### config.mk
export PLATFORM = sky130hd
export DESIGN_NAME = rv_multicycle_ctrl
export DESIGN_NICKNAME = d
export VERILOG_FILES = /design/src/rtl/rv_multicycle_ctrl.sv
export SDC_FILE = /design/constraint.sdc
export NUM_CORES = 1
export LEC_CHECK = 0
export BUFFER_PORTS_ARGS = -buffer_cell sky130_fd_sc_hd__buf_2
export CAP_MARGIN = 0
export CORE_MARGIN = 2
export CORE_UTILIZATION = 30
export CTS_CLUSTER_DIAMETER = 40
export DETAILED_ROUTE_END_ITERATION = 10
export HOLD_SLACK_MARGIN = 0.08
export PLACE_DENSITY = 0.53
export SLEW_MARGIN = 0
export SYNTH_ARGS = -nofsm -noshare
export SYNTH_HDL_FRONTEND = slang
export SYNTH_SLANG_ARGS = --single-unit
### constraint.sdc
create_clock -name clk -period 2.39 [get_ports clk]
set_input_delay 0.1195 -clock clk [delete_from_list [all_inputs] [get_ports clk]]
set_output_delay 0.1195 -clock clk [all_outputs]
set_load 0.02 [all_outputs]
### src/rtl/rv_multicycle_ctrl.sv
// rv_multicycle_ctrl
// Multicycle RV32I control unit. It steps each instruction through
// FETCH -> DECODE -> EXEC -> (MEM) -> (WB) and drives every datapath
// enable and select. Instruction and data memory accesses wait for a
// ready handshake, and a wait that runs too long is treated as a bus error.
// Illegal opcodes and bus errors both end in a TRAP state, which only
// reset can leave.
//
// Registered state: the FSM state, the memory-wait counter, and the sticky
// illegal and bus_err flags. All other outputs are decoded combinationally
// from the state, the instruction fields and the ALU flags.
//
// Ports:
//   clk, rst_n            clock (rising edge), synchronous active-low reset
//   opcode/funct3/funct7_5 instruction register fields
//   alu_flags             {carry, overflow, msb, zero} from the ALU
//   imem_ready/dmem_ready memory handshake completions
//   imem_req, ir_we       instruction fetch request / IR latch enable
//   dmem_req, dmem_we     data access request / write qualifier
//   alu_src_a/_b, alu_cmd ALU operand selects and operation
//   rf_we, rf_src         register-file write enable / write-data select
//   pc_we, pc_src         PC update enable / next-PC select
//   illegal, bus_err      sticky trap causes
//   state_o               current state code (debug)
module rv_multicycle_ctrl #(
    parameter int MEM_TIMEOUT = 15,
    parameter int TO_W        = 4,
    parameter bit HAS_LUI     = 1'b1
) (
    input  logic       clk,
    input  logic       rst_n,
    input  logic [6:0] opcode,
    input  logic [2:0] funct3,
    input  logic       funct7_5,
    input  logic [3:0] alu_flags,
    input  logic       imem_ready,
    input  logic       dmem_ready,
    output logic       imem_req,
    output logic       ir_we,
    output logic       dmem_req,
    output logic       dmem_we,
    output logic       alu_src_a,
    output logic [1:0] alu_src_b,
    output logic [3:0] alu_cmd,
    output logic       rf_we,
    output logic [1:0] rf_src,
    output logic       pc_we,
    output logic [1:0] pc_src,
    output logic       illegal,
    output logic       bus_err,
    output logic [2:0] state_o
);

    typedef enum logic [2:0] {
        S_FETCH  = 3'd0,
        S_DECODE = 3'd1,
        S_EXEC   = 3'd2,
        S_MEM    = 3'd3,
        S_WB     = 3'd4,
        S_TRAP   = 3'd5
    } state_t;

    localparam logic [6:0] OP_R      = 7'b0110011;
    localparam logic [6:0] OP_I      = 7'b0010011;
    localparam logic [6:0] OP_LOAD   = 7'b0000011;
    localparam logic [6:0] OP_STORE  = 7'b0100011;
    localparam logic [6:0] OP_BRANCH = 7'b1100011;
    localparam logic [6:0] OP_JAL    = 7'b1101111;
    localparam logic [6:0] OP_JALR   = 7'b1100111;
    localparam logic [6:0] OP_AUIPC  = 7'b0010111;
    localparam logic [6:0] OP_LUI    = 7'b0110111;

    localparam logic [TO_W-1:0] TO_LIMIT = TO_W'(MEM_TIMEOUT);

    state_t          state_reg;
    logic [TO_W-1:0] cnt_reg;
    logic            illegal_reg;
    logic            bus_err_reg;

    // Instruction class decode
    logic is_r, is_i, is_load, is_store, is_branch;
    logic is_jal, is_jalr, is_auipc, is_lui, is_legal;
    logic timeout_hit, br_taken, lt_signed;

    assign is_r      = (opcode == OP_R);
    assign is_i      = (opcode == OP_I);
    assign is_load   = (opcode == OP_LOAD);
    assign is_store  = (opcode == OP_STORE);
    assign is_branch = (opcode == OP_BRANCH);
    assign is_jal    = (opcode == OP_JAL);
    assign is_jalr   = (opcode == OP_JALR);
    assign is_auipc  = (opcode == OP_AUIPC);
    assign is_lui    = HAS_LUI && (opcode == OP_LUI);

    // funct3 010/011 are not defined for branches
    assign is_legal = is_r || is_i || is_load || is_store || is_jal || is_jalr
                   || is_auipc || is_lui
                   || (is_branch && (funct3[2:1] != 2'b01));

    // Limit only applies when enabled; a ready in the same cycle overrides it
    assign timeout_hit = (MEM_TIMEOUT > 0) && (cnt_reg == TO_LIMIT);

    assign lt_signed = alu_flags[1] ^ alu_flags[2];

    always_comb begin
        br_taken = 1'b0;
        case (funct3)
            3'b000:  br_taken = alu_flags[0];
            3'b001:  br_taken = !alu_flags[0];
            3'b100:  br_taken = lt_signed;
            3'b101:  br_taken = !lt_signed;
            3'b110:  br_taken = !alu_flags[3];
            3'b111:  br_taken = alu_flags[3];
            default: br_taken = 1'b0;
        endcase
    end

    // Shared R/I ALU mapping; only R-type turns funct3 000 into SUB
    function automatic logic [3:0] alu_decode(input logic [2:0] f3,
                                              input logic       f7,
                                              input logic       r_type);
        case (f3)
            3'b000:  return (r_type && f7) ? 4'd1 : 4'd0;
            3'b001:  return 4'd2;
            3'b010:  return 4'd3;
            3'b011:  return 4'd4;
            3'b100:  return 4'd5;
            3'b101:  return f7 ? 4'd7 : 4'd6;
            3'b110:  return 4'd8;
            default: return 4'd9;
        endcase
    endfunction

    always_ff @(posedge clk) begin
        if (!rst_n) begin
            state_reg   <= S_FETCH;
            cnt_reg     <= '0;
            illegal_reg <= 1'b0;
            bus_err_reg <= 1'b0;
        end else begin
            case (state_reg)
                S_FETCH: begin
                    if (imem_ready) begin
                        state_reg <= S_DECODE;
                    end else if (timeout_hit) begin
                        bus_err_reg <= 1'b1;
                        state_reg   <= S_TRAP;
                    end else begin
                        cnt_reg <= cnt_reg + 1'b1;
                    end
                end
                S_DECODE: begin
                    if (!is_legal) begin
                        illegal_reg <= 1'b1;
                        state_reg   <= S_TRAP;
                    end else begin
                        state_reg <= S_EXEC;
                    end
                end
                S_EXEC: begin
                    cnt_reg <= '0;
                    if (is_load || is_store) begin
                        state_reg <= S_MEM;
                    end else if (is_branch) begin
                        state_reg <= S_FETCH;
                    end else begin
                        state_reg <= S_WB;
                    end
                end
                S_MEM: begin
                    if (dmem_ready) begin
                        cnt_reg   <= '0;
                        state_reg <= is_load ? S_WB : S_FETCH;
                    end else if (timeout_hit) begin
                        bus_err_reg <= 1'b1;
                        state_reg   <= S_TRAP;
                    end else begin
                        cnt_reg <= cnt_reg + 1'b1;
                    end
                end
                S_WB: begin
                    cnt_reg   <= '0;
                    state_reg <= S_FETCH;
                end
                S_TRAP:  state_reg <= S_TRAP;
                default: state_reg <= S_FETCH;
            endcase
        end
    end

    always_comb begin
        imem_req  = 1'b0;
        ir_we     = 1'b0;
        dmem_req  = 1'b0;
        dmem_we   = 1'b0;
        alu_src_a = 1'b0;
        alu_src_b = 2'd0;
        alu_cmd   = 4'd0;
        rf_we     = 1'b0;
        rf_src    = 2'd0;
        pc_we     = 1'b0;
        pc_src    = 2'd0;
        case (state_reg)
            S_FETCH: begin
                imem_req = 1'b1;
                ir_we    = imem_ready;
            end
            S_EXEC: begin
                if (is_r) begin
                    alu_cmd = alu_decode(funct3, funct7_5, 1'b1);
                end else if (is_i) begin
                    alu_cmd   = alu_decode(funct3, funct7_5, 1'b0);
                    alu_src_b = 2'd1;
                end else if (is_load || is_store || is_jalr) begin
                    alu_src_b = 2'd1;
                end else if (is_auipc) begin
                    alu_src_a = 1'b1;
                    alu_src_b = 2'd1;
                end else if (is_branch) begin
                    alu_cmd = 4'd1;
                    pc_we   = 1'b1;
                    pc_src  = br_taken ? 2'd1 : 2'd0;
                end
            end
            S_MEM: begin
                dmem_req = 1'b1;
                dmem_we  = is_store;
                pc_we    = is_store && dmem_ready;
            end
            S_WB: begin
                rf_we = 1'b1;
                pc_we = 1'b1;
                if (is_load)                rf_src = 2'd1;
                else if (is_jal || is_jalr) rf_src = 2'd2;
                else if (is_lui)            rf_src = 2'd3;
                if (is_jal)       pc_src = 2'd1;
                else if (is_jalr) pc_src = 2'd2;
            end
            default: ;
        endcase
        // No strobe may leak out while reset is being held
        if (!rst_n) begin
            imem_req = 1'b0;
            ir_we    = 1'b0;
            dmem_req = 1'b0;
            dmem_we  = 1'b0;
            rf_we    = 1'b0;
            pc_we    = 1'b0;
        end
    end

    assign illegal = illegal_reg;
    assign bus_err = bus_err_reg;
    assign state_o = state_reg;

endmodule

==> flow_summary.yaml <==
yosys:
  ys_seq_area_share_pct: 16.5
  synth_edf_count: 0
  synthDistinctLibCells: 59
  yosys.area.top_type: "dfxtp_1"
  syn_inst: 150
  synth.most_common_cell: "nor2_1"
  post_synth.cell_area_avg_sq_um: 7.29
  yosysTopAreaCellShare_pct: 16.5
  synthTopCellsByCount: "14 x nor2_1, 13 x nand2_1, 10 x o21ai_0, 9 x dfxtp_1, 7 x nand2b_1"
  async_flop_share_pct: 0
  ys.flop_type: "dfxtp_1"
  ys.warnings.count: 0
  syn_area_sq_um: 1090
  synth_area_leaders: "dfxtp_1 16%, nor2_1 4.8%, o21ai_0 4.6%"
  syn_nets: 170
  ys_seq_elements: 9
final_layout:
  fillers: 388
  layout.nets: 206
  area_growth_syn_to_layout_pct: 22.5
  diodes: 0
  largest_reg_flops: 4
  drive_above_1_share_pct: 30.8
run_status:
  outcome: "completed"
sta:
  finalSetupViolCount: 0
  skew_ns: 0.000763
  maxSlewViolCount: 0
  finalHoldViolCount: 0
  min_period_ns: 2.16
  max_freq_mhz: 463
  timing.hold.ws_ns: 0.198
  finalSetupTns_ns: 0
  grt_setup_unrepaired: "false"
  period_share_pct: 90.3
worst_setup_path:
  required_ns: 2.27
  cp_max_fo: 14
  cpLargestDelayFamily: "simple AND/OR/NAND/NOR gates"
  end_kind: "output pin"
  start_kind: "flop"
  cp.arrival_ns: 2.04
  worstPathCellList: "or3b_1 > nor3_1 > nand2b_1 > a21oi_1 > buf_2"
  path_class: "flop to output pin"
  cp_slowest_cell: "dfxtp_1"
  timing.critical_path.buf_inv: 1
  cpPeakStageDelay_ns: 0.58
detailed_routing:
  first_iter_violations: 50
  first_pass_iters: 4
  viasPerCell: 5.18
  ant_nets: 0
  routed_wl_mm: 2.95
  drcViolationCount: 0
  vias: 1197
  wire_per_inst_microns: 12.7
floorplanning:
  die_h_microns: 64.4
  core_sq_um: 3420
  rows: 21
  ios: 41
  die_w_microns: 64.4
  initial_core_util_pct: 32.0
  design.die.area_sq_um: 4140
placed_design:
  post-dp-hpwl_mm: 2.39
  place_congestion: 0.806
  port_buffers: 39
cts:
  cts_setup_buffers: 0
  numCtsBuffers: 3
  post_cts_resized: 0
  clock_path_buffers: 2
  cts_tree: "done"
  clk_latency_ns: 0.26
  clk_pin_slew_worst_paths_ns: 0.06
  hold_buffers: 0
  cts_max_level: 1
  clock_sinks: 9
  cts.root.buffer_cell: "clkbuf_4"
global_routing:
  grt.total_usage_pct: 14.3
  grt_max_degree: 20
  grt_overflow: 0
  grt_pass1_vias: 1124
  antenna_found_initial: 0
  grt_pass1_wl_mm: 4.86
run:
  maxCapViolations: 0
pwr:
  ir_drop_v: 0.000150
  powerDensity_nw_per_um2: 331
  leakage_nw: 0.599
min_path:
  hp-class: "primary input to flop"
-- path summary, 6_finish.rpt --
check        slack (ns)                   from                     to  cells after the start
max                0.23  state_o[1]$_SDFF_PN0_             alu_cmd[2]                      5
min                0.20                  rst_n   illegal$_SDFFE_PN0P_                      2
max reg2reg        0.69  state_o[1]$_SDFF_PN0_  state_o[2]$_SDFF_PN0_                      5
min reg2reg        0.45   bus_err$_SDFFE_PN0P_   bus_err$_SDFFE_PN0P_                      2
-- stage by stage --
stage / cell area [sq um] / instances / total power [mW] / worst slack (ns) / utilization (%)
floorplan: 1090 / 150 / 0.278 / 0.523 / -
global placement: 1310 / 227 / 0.327 / 0.545 / 38.5
detailed placement: 1310 / 227 / 0.329 / 0.511 / 38.5
CTS: 1340 / 231 / 0.449 / 0.220 / 39.2
global route: 1340 / 231 / 0.475 / 0.0915 / 39.2
finish: 1340 / 231 / 0.444 / 0.232 / 39.2
-- layout make-up --
| cell class | count | area, sq um | area share, % |
|---|---|---|---|
| multi-input cells | 125 | 843 | 62.9 |
| repair buffers | 41 | 210 | 15.7 |
| flip-flops and latches | 9 | 180 | 13.4 |
| well taps | 46 | 57.6 | 4.30 |
| clock buffers | 4 | 26.3 | 1.96 |
| inverters | 6 | 22.5 | 1.68 |
-- power by group --
part | internal [mW] | switching (mW)
sequential | 0.158 | 0.00931
clock | 0.0644 | 0.0542
combinational | 0.0666 | 0.0914
-- worst register-to-register path: cells and delay by family, from the launching register on --
kind,cells,cell delay [ns]
compound gates,2,0.36
buf+inv,1,0.22
flops,1,0.58
simple gates,2,0.49
-- metal layers --
layer / wire length (microns) / vias up / track usage, %
met1: 1300 / 553 / 17.3
met4: 0 / 0 / 1.60
met5: 0 / - / 0
li1: - / 614 / -
met3: 139 / 0 / 3.52
met2: 1500 / 30 / 26.3
-- cell families (layout without fill, tap and decap cells) --
group	count (synthesis)	after routing	share of synthesized area (%)
AND/OR/NAND/NOR	78	78	43.5
XOR/XNOR	3	3	3.66
buffers and inverters	16	51	6.41
AO/OA/AOI/OAI	40	40	26.7
flip-flops	9	9	16.5
other	1	1	0.343
adder cells (fa/ha/maj)	1	1	1.14
multiplexers	2	2	1.83
-- cell usage in the layout, fill, tap and decap left out, drive strengths merged, types with 5 or more instances in the layout --
| cell | count |
|---|---|
| buf | 41 |
| nor2b | 6 |
| o21ai | 10 |
| nor2 | 14 |
| inv | 6 |
| dfxtp | 9 |
| a21oi | 5 |
| and3 | 5 |
| nand2b | 7 |
| nand3 | 5 |
| nand2 | 13 |
Note: power is estimated with default switching activity, not from simulation.
